==> config.mk <==
export PLATFORM = sky130hd
export DESIGN_NAME = blit_ramarb_n
export DESIGN_NICKNAME = d
export VERILOG_FILES = /design/src/rtl/blit_ramarb_n.sv
export SDC_FILE = /design/constraint.sdc
export NUM_CORES = 1
export LEC_CHECK = 0
export BUFFER_PORTS_ARGS = -buffer_cell sky130_fd_sc_hd__buf_2
export CAP_MARGIN = 5
export CORE_UTILIZATION = 35
export CTS_CLUSTER_SIZE = 16
export DETAILED_ROUTE_END_ITERATION = 10
export SLEW_MARGIN = 20
export SYNTH_ARGS = -nofsm -noshare
export SYNTH_HDL_FRONTEND = slang
export SYNTH_SLANG_ARGS = --single-unit
==> constraint.sdc <==
create_clock -name clk -period 5.2 [get_ports clk]
set_input_delay 0.52 -clock clk [delete_from_list [all_inputs] [get_ports clk]]
set_output_delay 0.52 -clock clk [all_outputs]
set_load 0.02 [all_outputs]
==> src/rtl/blit_ramarb_n.sv <==
// blit_ramarb_n: N-channel two-class round-robin arbiter onto a single req/ack RAM port
// Low class is forced through after STARVE consecutive high-class grants that left it waiting.
module blit_ramarb_n #(
    parameter int NCH    = 3,
    parameter int AW     = 18,
    parameter int DW     = 16,
    parameter int HIPRI  = 3'b010,
    parameter int STARVE = 4
) (
    input  logic                  clk,
    input  logic                  rst,
    input  logic [NCH-1:0]        m_req,
    input  logic [NCH*AW-1:0]     m_addr,
    input  logic [NCH*DW-1:0]     m_wdata,
    input  logic [NCH*DW/8-1:0]   m_wstrb,
    input  logic [NCH-1:0]        m_we,
    output logic [NCH-1:0]        m_ack,
    output logic [DW-1:0]         m_rdata,
    output logic                  ram_req,
    output logic [AW-1:0]         ram_addr,
    output logic [DW-1:0]         ram_wdata,
    output logic [DW/8-1:0]       ram_wstrb,
    output logic                  ram_we,
    input  logic                  ram_ack,
    input  logic [DW-1:0]         ram_rdata,
    output logic [2:0]            grant,
    output logic                  busy
);
    localparam int SW = DW / 8;
    localparam logic [NCH-1:0] HI = NCH'(HIPRI);
    localparam logic [1:0] IDLE = 2'd0;
    localparam logic [1:0] BUSY = 2'd1;
    localparam logic [1:0] GAP  = 2'd2;

    logic [1:0]     state_q, state_d;
    logic           ram_req_q, ram_we_q;
    logic [AW-1:0]  ram_addr_q;
    logic [DW-1:0]  ram_wdata_q, m_rdata_q;
    logic [SW-1:0]  ram_wstrb_q;
    logic [NCH-1:0] m_ack_q, hp, lp;
    logic [2:0]     grant_q, hi_ptr_q, lo_ptr_q, g;
    logic [3:0]     starve_q;
    logic           use_lo;

    // first set bit of v searching upward cyclically from ptr+1
    function automatic logic [2:0] pick(input logic [NCH-1:0] v, input logic [2:0] ptr);
        int j;
        pick = ptr;
        for (int k = NCH; k >= 1; k--) begin
            j = (int'(ptr) + k) % NCH;
            if (|(v & (NCH'(1) << j))) pick = 3'(j);
        end
    endfunction

    always_comb begin
        hp      = m_req & HI;
        lp      = m_req & ~HI;
        use_lo  = (|lp && STARVE != 0 && int'(starve_q) >= STARVE) || hp == '0;
        g       = use_lo ? pick(lp, lo_ptr_q) : pick(hp, hi_ptr_q);
        state_d = state_q == IDLE ? (|m_req ? BUSY : IDLE) :
                  state_q == BUSY ? (ram_ack ? GAP : BUSY) : IDLE;
    end

    always_ff @(posedge clk) begin
        if (rst) begin
            state_q     <= IDLE;
            ram_req_q   <= 1'b0;
            ram_addr_q  <= '0;
            ram_wdata_q <= '0;
            ram_wstrb_q <= '0;
            ram_we_q    <= 1'b0;
            m_ack_q     <= '0;
            m_rdata_q   <= '0;
            grant_q     <= '0;
            hi_ptr_q    <= 3'(NCH - 1);
            lo_ptr_q    <= 3'(NCH - 1);
            starve_q    <= '0;
        end else begin
            state_q <= state_d;
            m_ack_q <= '0;
            if (state_q == IDLE && |m_req) begin
                grant_q     <= g;
                ram_req_q   <= 1'b1;
                ram_addr_q  <= AW'(m_addr >> (int'(g) * AW));
                ram_wdata_q <= DW'(m_wdata >> (int'(g) * DW));
                ram_wstrb_q <= SW'(m_wstrb >> (int'(g) * SW));
                ram_we_q    <= |(m_we & (NCH'(1) << g));
                if (use_lo) lo_ptr_q <= g;
                else hi_ptr_q <= g;
                starve_q    <= (!use_lo && |lp) ? starve_q + (starve_q != 4'hF ? 4'd1 : 4'd0) : 4'd0;
            end
            if (state_q == BUSY && ram_ack) begin
                ram_req_q <= 1'b0;
                m_ack_q   <= NCH'(1) << grant_q;
                m_rdata_q <= ram_rdata;
            end
        end
    end

    assign m_ack     = m_ack_q;
    assign m_rdata   = m_rdata_q;
    assign ram_req   = ram_req_q;
    assign ram_addr  = ram_addr_q;
    assign ram_wdata = ram_wdata_q;
    assign ram_wstrb = ram_wstrb_q;
    assign ram_we    = ram_we_q;
    assign grant     = grant_q;
    assign busy      = state_q == BUSY;
endmodule

==> impl_metrics.py, run 1 <==
metrics = {
    "drt": {
        "wl_per_cell_um": 16.1,
        "firstDrtPassIters": 5,
        "drc": 0,
        "vias_per_cell": 5.48,
        "dr.first_iter.drc_count": 276,
        "routed_wl_um": 15900,
        "vias": 5406,
        "ant_nets": 0,
    },
    "grt": {
        "first_global_vias": 5389,
        "grt_pass1_wl_um": 25000,
        "grt_max_degree": 39,
        "grt_overflow": 0,
        "antenna_found_initial": 0,
        "grt_usage_pct": 19.0,
    },
    "cells_and_area": {
        "final_cell_mix": "193 x buf_2, 71 x dfxtp_1, 46 x ha_1",
        "drive_above_1_share_pct": 37.2,
        "nets": 974,
        "final_common_cell": "buf_2",
        "final_util_pct": 46.3,
        "syn_to_final_growth_pct": 29.0,
        "diodes": 0,
        "final_area_sq_um": 7030,
    },
    "cts": {
        "clockBufferDepth": 2,
        "cts_max_level": 3,
        "cts_root_buf": "clkbuf_16",
        "clk_pin_slew_worst_paths_ps": 60,
        "clk-insertion-delay-late_ps": 330,
        "clock_sinks": 72,
        "cts_tree": "built",
        "cts_buffers": 9,
    },
    "timing": {
        "fin_ws_ps": 356,
        "fin_hold_ws_ps": 395,
        "hold_viol_final": 0,
        "min_period_ps": 4840,
        "worst_slew_pin_slew_ps": 838,
        "timing.fmax_mhz": 206,
        "slew_headroom_pct": 42.7,
        "drv_slew": 0,
        "setup_viol": 0,
        "skew_ps": 3.32,
        "post-route-period-util_pct": 93.2,
        "tns_ps": 0,
    },
    "setup_path": {
        "critPathRequiredTime_ps": 5470,
        "critPathCaptureType": "flip-flop",
        "cp.arrival_ps": 5120,
        "cp_max_fo": 37,
        "path_buf_inv": 1,
        "cp_common_cell": "ha_1",
        "path_class": "reg2reg",
        "path_cells": "ha_1 > xnor2_1 > nor2_1 > ha_1 > ha_1 > a21oi_1 > nand2b_1 > xnor2_1 > ha_1 > a221o_1 > a21oi_1 > nand3_1 > a2bb2oi_1 > o32ai_1 > nor3_2 > a2111oi_4 > and2_1 > buf_6 > a221o_1",
        "critPathTopFamily": "compound AO/OA/AOI/OAI gates",
        "slowest_delay_ps": 530,
        "crit_slowest_cell": "a2111oi_4",
        "startpoint_type": "flip-flop",
    },
    "flow_run": {
        "max_cap_violations": 0,
    },
    "power": {
        "ir_drop_mv": 0.252,
        "p_per_area_nw_per_um2": 395,
        "p_leak_nw": 3.29,
    },
    "logic_synthesis": {
        "synth_top_family_by_area": "compound AO/OA/AOI/OAI gates",
        "synth_fa_ha_area_share_pct": 10.6,
        "synth_edf_count": 0,
        "ys_seq_area_share_pct": 26.4,
        "synth-compound-area-share_pct": 25.8,
        "synth_top_area_share_pct": 26.4,
        "avgSynthCellArea_sq_um": 9.21,
        "synth_mux_area_share_pct": 9.16,
        "synth_warnings": 0,
        "ys_seq_elements": 72,
        "netlist-cell-type-count": 78,
        "netlist_instances": 592,
        "synthTopCellsByArea": "dfxtp_1 26%, ha_1 11%, mux2_2 8.1%",
        "synth_xor_area_share_pct": 3.03,
        "ys.flop_type": "dfxtp_1",
        "synth_nets": 771,
        "synth-simple-area-share_pct": 18.5,
        "synth.largest_area_cell": "dfxtp_1",
        "synth_area_sq_um": 5450,
        "ys_async_sr_fraction_pct": 0,
    },
    "floorplanning": {
        "die_w_um": 127,
        "rows": 45,
        "fp.dieH_um": 127,
        "ioPinCount": 194,
        "initial_core_util_pct": 35.9,
        "design.core.area_sq_um": 15200,
        "die-area_sq_um": 16100,
    },
    "placement": {
        "dpl_cell_area_sq_um": 6640,
        "pre_cts_slack_ps": 4.32,
        "portBuffers": 193,
        "gp_congestion": 0.868,
        "dp_hpwl_um": 12000,
    },
    "min_path": {
        "min-delay-path-class": "in2reg",
    },
    "run_status": {
        "status": "finished, final reports clean",
    },
}
==> stage by stage <==
step / power (mW) / cells
after global routing: 2.94 / 987
after floorplan: 1.71 / 592
after CTS: 2.74 / 984
after global placement: 2.03 / 969
after detailed placement: 2.07 / 969
final: 2.77 / 987
==> cells in the mapped netlist, types with 13 or more instances <==
cell type  count
and2_1        43
ha_1          46
a21oi_1       31
nand2_1       28
a221o_1       38
clkbuf_1      14
inv_1         27
a22o_1        16
dfxtp_1       72
mux2_2        39
xnor2_1       13
nor2_1        32
==> power breakdown <==
group          leakage (nW)  internal, mW  total, mW  switching (mW)
clock                 0.156         0.433      0.665           0.232
sequential            0.590         0.670      0.735          0.0646
combinational          2.55         0.609       1.37           0.765
==> logic make-up after synthesis <==
kind of cell | count (synthesis)
simple gates | 178
compound gates | 172
flops | 72
buf+inv | 61
fa+ha+maj | 46
mux | 45
xor+xnor | 18
==> per-layer routing <==
layer  part of all wire [%]  global-route usage [%]  vias up
li1                       -                       -     2642
met1                     41                    21.2     2565
met2                     53                    36.4      185
met3                    5.4                    3.37       14
met4                    1.0                    5.39        0
met5                      0                       0        -
==> cell type report <==
class | count | area (sq um)
repair buffers | 223 | 1230
flip-flops and latches | 72 | 1440
multi-input cells | 460 | 3690
clock inverters | 4 | 77.6
clock buffers | 11 | 243
well taps | 188 | 235
inverters | 29 | 109
fillers | 1437 | 8170
==> repair_timing <==
item / in CTS / in global routing
gates cloned: 0 / 1
gates resized for setup: 1 / 4
endpoints found under the setup margin: 11 / 37
hold buffers: 0 / 0
hold endpoints to repair: 0 / 0
setup buffers: 0 / 2
==> flip-flops by register name (all words and copies together), names as in the netlist <==
register,flops
grant,3
hi_ptr_q,3
lo_ptr_q,3
m_ack,3
m_rdata,16
ram_addr,18
ram_req,1
ram_wdata,16
ram_we,1
ram_wstrb,2
starve_q,4
state_q,2
==> path summary, 6_finish.rpt <==
check                                    from  cells past startpoint  slack [ps]           end
worst max-delay path              hi_ptr_q[0]                     19         360  ram_addr[14]
worst min-delay path            ram_rdata[13]                      2         390   m_rdata[13]
worst max register to register    hi_ptr_q[0]                     19         360  ram_addr[14]
worst min register to register        ram_req                      1         480       ram_req
Note: power is estimated with default switching activity, not from simulation.
==> inputs of run 2 (changes only) <==
--- a/config.mk
+++ b/config.mk
@@ -5,6 +5,7 @@
 export SDC_FILE = /design/constraint.sdc
 export NUM_CORES = 1
 export LEC_CHECK = 0
+export ABC_AREA = 1
 export BUFFER_PORTS_ARGS = -buffer_cell sky130_fd_sc_hd__buf_2
 export CAP_MARGIN = 5
 export CORE_UTILIZATION = 35
==> constraint.sdc (replaced) <==
create_clock -name clk -period 6.3 [get_ports clk]
set_input_delay 0.63 -clock clk [delete_from_list [all_inputs] [get_ports clk]]
set_output_delay 0.63 -clock clk [all_outputs]
set_load 0.02 [all_outputs]
==> run 2 against run 1 <==
Net effect:
- final area rose by 4.3%
- clock-buffer cell count shrank 2
- sequential share of layout area decreased by 0.86 points
- die area increased by 9.8%
- clock skew increased by 2.0 ps
- sequential power down 26%
- combinational power down 9%
==> impl_metrics.py, run 2 <==
metrics = {
    "run_status": {
        "status": "finished, final reports clean",
    },
    "logic_synthesis": {
        "synth_top_family_by_area": "simple AND/OR/NAND/NOR gates",
        "synth_top_area_share_pct": 24.0,
        "synth_edf_count": 0,
        "netlist_instances": 920,
        "yosys-top-cells-count": "242 x nand2_1, 128 x nand3_1, 86 x nand4_1",
        "ys.flop_type": "dfxtp_1",
        "synth-compound-area-share_pct": 10.9,
        "synth_warnings": 0,
        "netlist-cell-type-count": 45,
        "avgSynthCellArea_sq_um": 6.52,
        "synth_fa_ha_area_share_pct": 9.60,
        "ys_async_sr_fraction_pct": 0,
        "ys_seq_area_share_pct": 24.0,
        "synth.largest_area_cell": "dfxtp_1",
        "synth_area_sq_um": 5990,
        "synth_mux_area_share_pct": 0,
        "synth_xor_area_share_pct": 1.59,
        "synth_nets": 1099,
        "ys_seq_elements": 72,
        "yosysMostFrequentCell": "nand2_1",
        "synth-simple-area-share_pct": 43.5,
        "synthTopCellsByArea": "dfxtp_1 24%, nand2_1 15%, nand3_1 11%",
    },
    "flow_run": {
        "max_cap_violations": 0,
    },
    "floorplanning": {
        "ioPinCount": 194,
        "die_w_um": 133,
        "design.core.area_sq_um": 16600,
        "rows": 47,
        "fp.dieH_um": 133,
        "die-area_sq_um": 17700,
        "initial_core_util_pct": 36.0,
    },
    "grt": {
        "first_global_vias": 6055,
        "antenna_found_initial": 1,
        "grt_usage_pct": 20.1,
        "grt_max_degree": 75,
        "grt_overflow": 0,
        "grt_pass1_wl_um": 29200,
    },
    "cts": {
        "clk-insertion-delay-late_ps": 340,
        "cts_tree": "built",
        "clk_pin_slew_worst_paths_ps": 60,
        "cts_buffers": 9,
        "cts_resized": 0,
        "clockBufferDepth": 2,
        "post_cts_buffers": 0,
        "cts_root_buf": "clkbuf_16",
        "clock_sinks": 72,
        "cts_hold_buf": 0,
        "cts_max_level": 3,
    },
    "setup_path": {
        "crit_slowest_cell": "ha_1",
        "crit_start": "lo_ptr_q[0]",
        "cp.arrival_ps": 5290,
        "reg2reg_from": "lo_ptr_q[0]",
        "startpoint_type": "flip-flop",
        "critPathCaptureType": "flip-flop",
        "path_buf_inv": 5,
        "path_class": "reg2reg",
        "slowest_delay_ps": 600,
        "cp_max_fo": 39,
        "r2r_setup_slack_ps": 1270,
        "critPathRequiredTime_ps": 6560,
        "critPathTopFamily": "simple AND/OR/NAND/NOR gates",
        "cp_common_cell": "nand2_1",
    },
    "timing": {
        "rsz0062_at_grt": "no",
        "worst_slew_pin_slew_ps": 763,
        "fin_hold_ws_ps": 445,
        "tns_ps": 0,
        "slew_headroom_pct": 49.0,
        "skew_ps": 5.37,
        "drv_slew": 0,
        "hold_viol_final": 0,
        "post-route-period-util_pct": 79.8,
        "timing.fmax_mhz": 199,
        "min_period_ps": 5030,
        "setup_viol": 0,
    },
    "placement": {
        "dp.cells": 1293,
        "dpl_cell_area_sq_um": 7040,
        "gp_congestion": 0.875,
        "portBuffers": 193,
        "dp_hpwl_um": 13300,
    },
    "cells_and_area": {
        "fillerInstances": 1757,
        "largest_reg_flops": 18,
        "drive_above_1_share_pct": 25.2,
        "stdcell_count": 1310,
        "nets": 1263,
        "final_area_sq_um": 7330,
        "final_cell_mix": "242 x nand2_1, 193 x buf_2, 128 x nand3_1",
        "syn_to_final_growth_pct": 22.3,
        "final_common_cell": "nand2_1",
    },
    "drt": {
        "firstDrtPassIters": 4,
        "ant_nets": 0,
        "vias_per_cell": 5.06,
        "dr.first_iter.drc_count": 370,
        "drc": 0,
        "vias": 6632,
        "routed_wl_um": 17900,
        "wl_per_cell_um": 13.7,
    },
    "power": {
        "p_per_area_nw_per_um2": 310,
        "p_leak_nw": 3.74,
        "p_total_mw": 2.28,
        "ir_drop_mv": 0.204,
    },
    "min_path": {
        "min-delay-path-class": "reg2reg",
        "min_from": "grant[2]",
    },
}
run 2: cell families (layout without fill, tap and decap cells):
kind of cell | count (synthesis) | after routing
and+or+nand+nor | 549 | 549
buffers and inverters | 138 | 307
AOI/OAI and AO/OA | 108 | 108
DFF | 72 | 72
adders and majority gates | 46 | 46
xor gates and xnor gates | 7 | 7
other | 0 | 1
run 2: final timing paths:
check                  to  depth (start not counted)
max reg2reg  ram_wdata[6]                         27
max          ram_wdata[6]                         27
min reg2reg      m_ack[0]                          1
min              m_ack[0]                          1
run 2: through the flow:
step | setup WS, ps | util [%]
floorplan | 2190 | -
global placement | 1460 | 42.3
detailed placement | 1330 | 42.3
CTS | 1320 | 44.0
global route | 729 | 44.0
finish | 1270 | 44.1
run 2: final cells by class:
class | instances | area [sq um] | area share [%]
repair buffers | 204 | 1060 | 14.5
multi-input cells | 710 | 3940 | 53.7
clock buffers | 9 | 225 | 3.07
flip-flops and latches | 72 | 1440 | 19.7
well taps | 220 | 275 | 3.75
diodes | 1 | 2.50 | 0.0341
clock inverters | 7 | 62.6 | 0.853
inverters | 87 | 327 | 4.45
run 2: metal layers:
layer / wire length (um) / track usage, % / up-vias
met5: 0 / 0 / -
met4: 331 / 5.81 / 0
met3: 1010 / 4.71 / 28
met2: 8720 / 34.7 / 184
met1: 7860 / 24.6 / 2969
li1: - / - / 3451
run 2: power breakdown:
part           total, mW  switching (mW)  internal (mW)
sequential         0.545          0.0361          0.509
clock              0.494           0.220          0.274
combinational       1.24           0.823          0.414
total               2.28            1.08           1.20
==> inputs of run 3 (changes only) <==
==> constraint.sdc (replaced) <==
create_clock -name clk -period 4.7 [get_ports clk]
set_input_delay 0.47 -clock clk [delete_from_list [all_inputs] [get_ports clk]]
set_output_delay 0.47 -clock clk [all_outputs]
set_load 0.02 [all_outputs]
==> run 3 against run 2 <==
Net effect:
- die area is the same
- clock skew grew 1.4 ps
- worst hold slack lost 130 ps
- sequential power grew 33%
- core utilization grew 0.87 points
- clock-buffer cell count is the same
- critical endpoint is now ram_wstrb[0]
- largest cell class unchanged
- largest power group unchanged
==> impl_metrics.py, run 3 (synthesis gave the netlist of run 2 again) <==
metrics = {
    "cts": {
        "clk-insertion-delay-late_ps": 340,
        "post_cts_buffers": 0,
        "cts_root_buf": "clkbuf_16",
        "cts_max_level": 3,
        "clk_pin_slew_worst_paths_ps": 60,
        "clockBufferDepth": 2,
        "cts_buffers": 9,
        "clock_sinks": 72,
        "cts_tree": "built",
    },
    "power": {
        "p_per_area_nw_per_um2": 427,
        "ir_drop_mv": 0.221,
        "p_total_mw": 3.20,
        "p_leak_nw": 3.80,
    },
    "placement": {
        "portBuffers": 193,
        "gp_congestion": 0.843,
        "dp_hpwl_um": 13500,
    },
    "min_path": {
        "holdPathEnd": "m_rdata[5]",
        "hold_path_depth": 3,
        "min_from": "ram_rdata[5]",
        "min-delay-path-class": "in2reg",
    },
    "setup_path": {
        "path_buf_inv": 3,
        "startpoint_type": "flip-flop",
        "r2r_setup_slack_ps": 400,
        "path_class": "reg2reg",
        "critPathCaptureType": "flip-flop",
        "critPathTopFamily": "simple AND/OR/NAND/NOR gates",
        "path_cells": "inv_1 > ha_1 > nor2_1 > nand3_2 > nand2_1 > nand2_1 > xor2_1 > inv_1 > ha_1 > ha_1 > nor3_1 > o211ai_1 > nor2_1 > o21ai_0 > nand3b_1 > nand2_1 > nand2_1 > nand3_2 > buf_6 > nand4_1 > nand3_1 > nand2_1 > a21oi_2",
        "cp.arrival_ps": 4570,
        "reg2reg_from": "hi_ptr_q[2]",
        "cp_common_cell": "nand2_1",
        "cp_max_fo": 53,
        "critPathRequiredTime_ps": 4970,
        "reg2reg_depth": 23,
        "crit_slowest_cell": "dfxtp_1",
        "slowest_delay_ps": 520,
        "reg2reg_to": "ram_wstrb[0]",
    },
    "timing": {
        "rsz0062_at_grt": "no",
        "slew_headroom_pct": 50.6,
        "post-route-period-util_pct": 91.6,
        "tns_ps": 0,
        "hold_viol_final": 0,
        "setup_viol": 0,
        "fin_hold_ws_ps": 317,
        "drv_slew": 0,
        "timing.fmax_mhz": 232,
        "skew_ps": 6.73,
        "worst_slew_pin_slew_ps": 741,
        "min_period_ps": 4300,
    },
    "floorplanning": {
        "fp.dieH_um": 133,
        "design.core.area_sq_um": 16600,
        "ioPinCount": 194,
        "rows": 47,
        "initial_core_util_pct": 36.0,
        "die_w_um": 133,
        "die-area_sq_um": 17700,
    },
    "cells_and_area": {
        "final_cell_mix": "242 x nand2_1, 193 x buf_2, 128 x nand3_1",
        "final_util_pct": 44.9,
        "drive_above_1_share_pct": 26.0,
        "largest_reg_flops": 18,
        "final_common_cell": "nand2_1",
        "syn_to_final_growth_pct": 24.7,
        "nets": 1270,
    },
    "grt": {
        "first_global_vias": 6065,
        "grt_max_degree": 76,
        "antenna_found_initial": 2,
        "grt_pass1_wl_um": 29600,
        "grt_usage_pct": 20.4,
        "grt_overflow": 0,
    },
    "drt": {
        "vias": 6633,
        "drc": 0,
        "vias_per_cell": 5.04,
        "firstDrtPassIters": 4,
        "dr.first_iter.drc_count": 338,
        "routed_wl_um": 17900,
        "ant_nets": 0,
        "wl_per_cell_um": 13.6,
    },
    "run_status": {
        "status": "finished, final reports clean",
    },
    "flow_run": {
        "max_cap_violations": 0,
    },
}
run 3: area by class of cell:
| class | count | area (sq um) |
|---|---|---|
| fillers | 1739 | 9170 |
| clock buffers | 9 | 225 |
| repair buffers | 211 | 1150 |
| inverters | 87 | 327 |
| diodes | 1 | 2.50 |
| clock inverters | 7 | 103 |
| multi-input cells | 710 | 3950 |
| well taps | 220 | 275 |
| flip-flops and latches | 72 | 1440 |
run 3: metal layers:
metal	track usage, %	wire, um	vias up
li1	-	-	3457
met4	4.85	182	2
met3	4.94	1030	16
met1	24.8	7790	2958
met5	0	10	-
met2	36.0	8920	200
run 3: per-stage QoR:
stage	area [sq um]	cells	setup slack, ps
after floorplan	5990	920	594
after global placement	7130	1300	363
after detailed placement	7130	1300	210
after CTS	7460	1316	203
after global routing	7470	1316	6.35
final	7480	1317	397
run 3: worst reg2reg max path, stage by stage, from the launching register on:
cell and delay (ps):
dfxtp_1 520, inv_1 130, ha_1 250, nor2_1 140, nand3_2 150, nand2_1 100
nand2_1 120, xor2_1 300, inv_1 80, ha_1 220, ha_1 280, nor3_1 210
o211ai_1 120, nor2_1 100, o21ai_0 80, nand3b_1 170, nand2_1 70, nand2_1 110
nand3_2 170, buf_6 370, nand4_1 230, nand3_1 130, nand2_1 60, a21oi_2 120
run 3: what timing repair did:
action	CTS	global route
hold buffers	0	0
gates resized for setup	0	5
setup endpoints to repair	0	40
run 3: worst max path at each step:
| stage | from | end | slack (ps) | cells past startpoint |
|---|---|---|---|---|
| 4_1_cts | lo_ptr_q[1] | ram_addr[5] | 200 | 32 |
| 2_1_floorplan | lo_ptr_q[0] | ram_wdata[2] | 590 | 29 |
| 6_report | hi_ptr_q[2] | ram_wstrb[0] | 400 | 23 |
| 3_3_place_gp | lo_ptr_q[1] | ram_addr[2] | 360 | 32 |
| 5_1_grt | hi_ptr_q[2] | ram_wstrb[0] | 6 | 23 |
| 3_5_place_dp | lo_ptr_q[1] | ram_addr[5] | 210 | 32 |
run 3: report_power, final:
group | internal (mW) | switching, mW | leakage [nW] | total (mW)
Combinational | 0.598 | 1.12 | 3.06 | 1.71
Sequential | 0.683 | 0.0435 | 0.588 | 0.726
Clock | 0.470 | 0.285 | 0.157 | 0.755
Total | 1.75 | 1.45 | 3.80 | 3.20
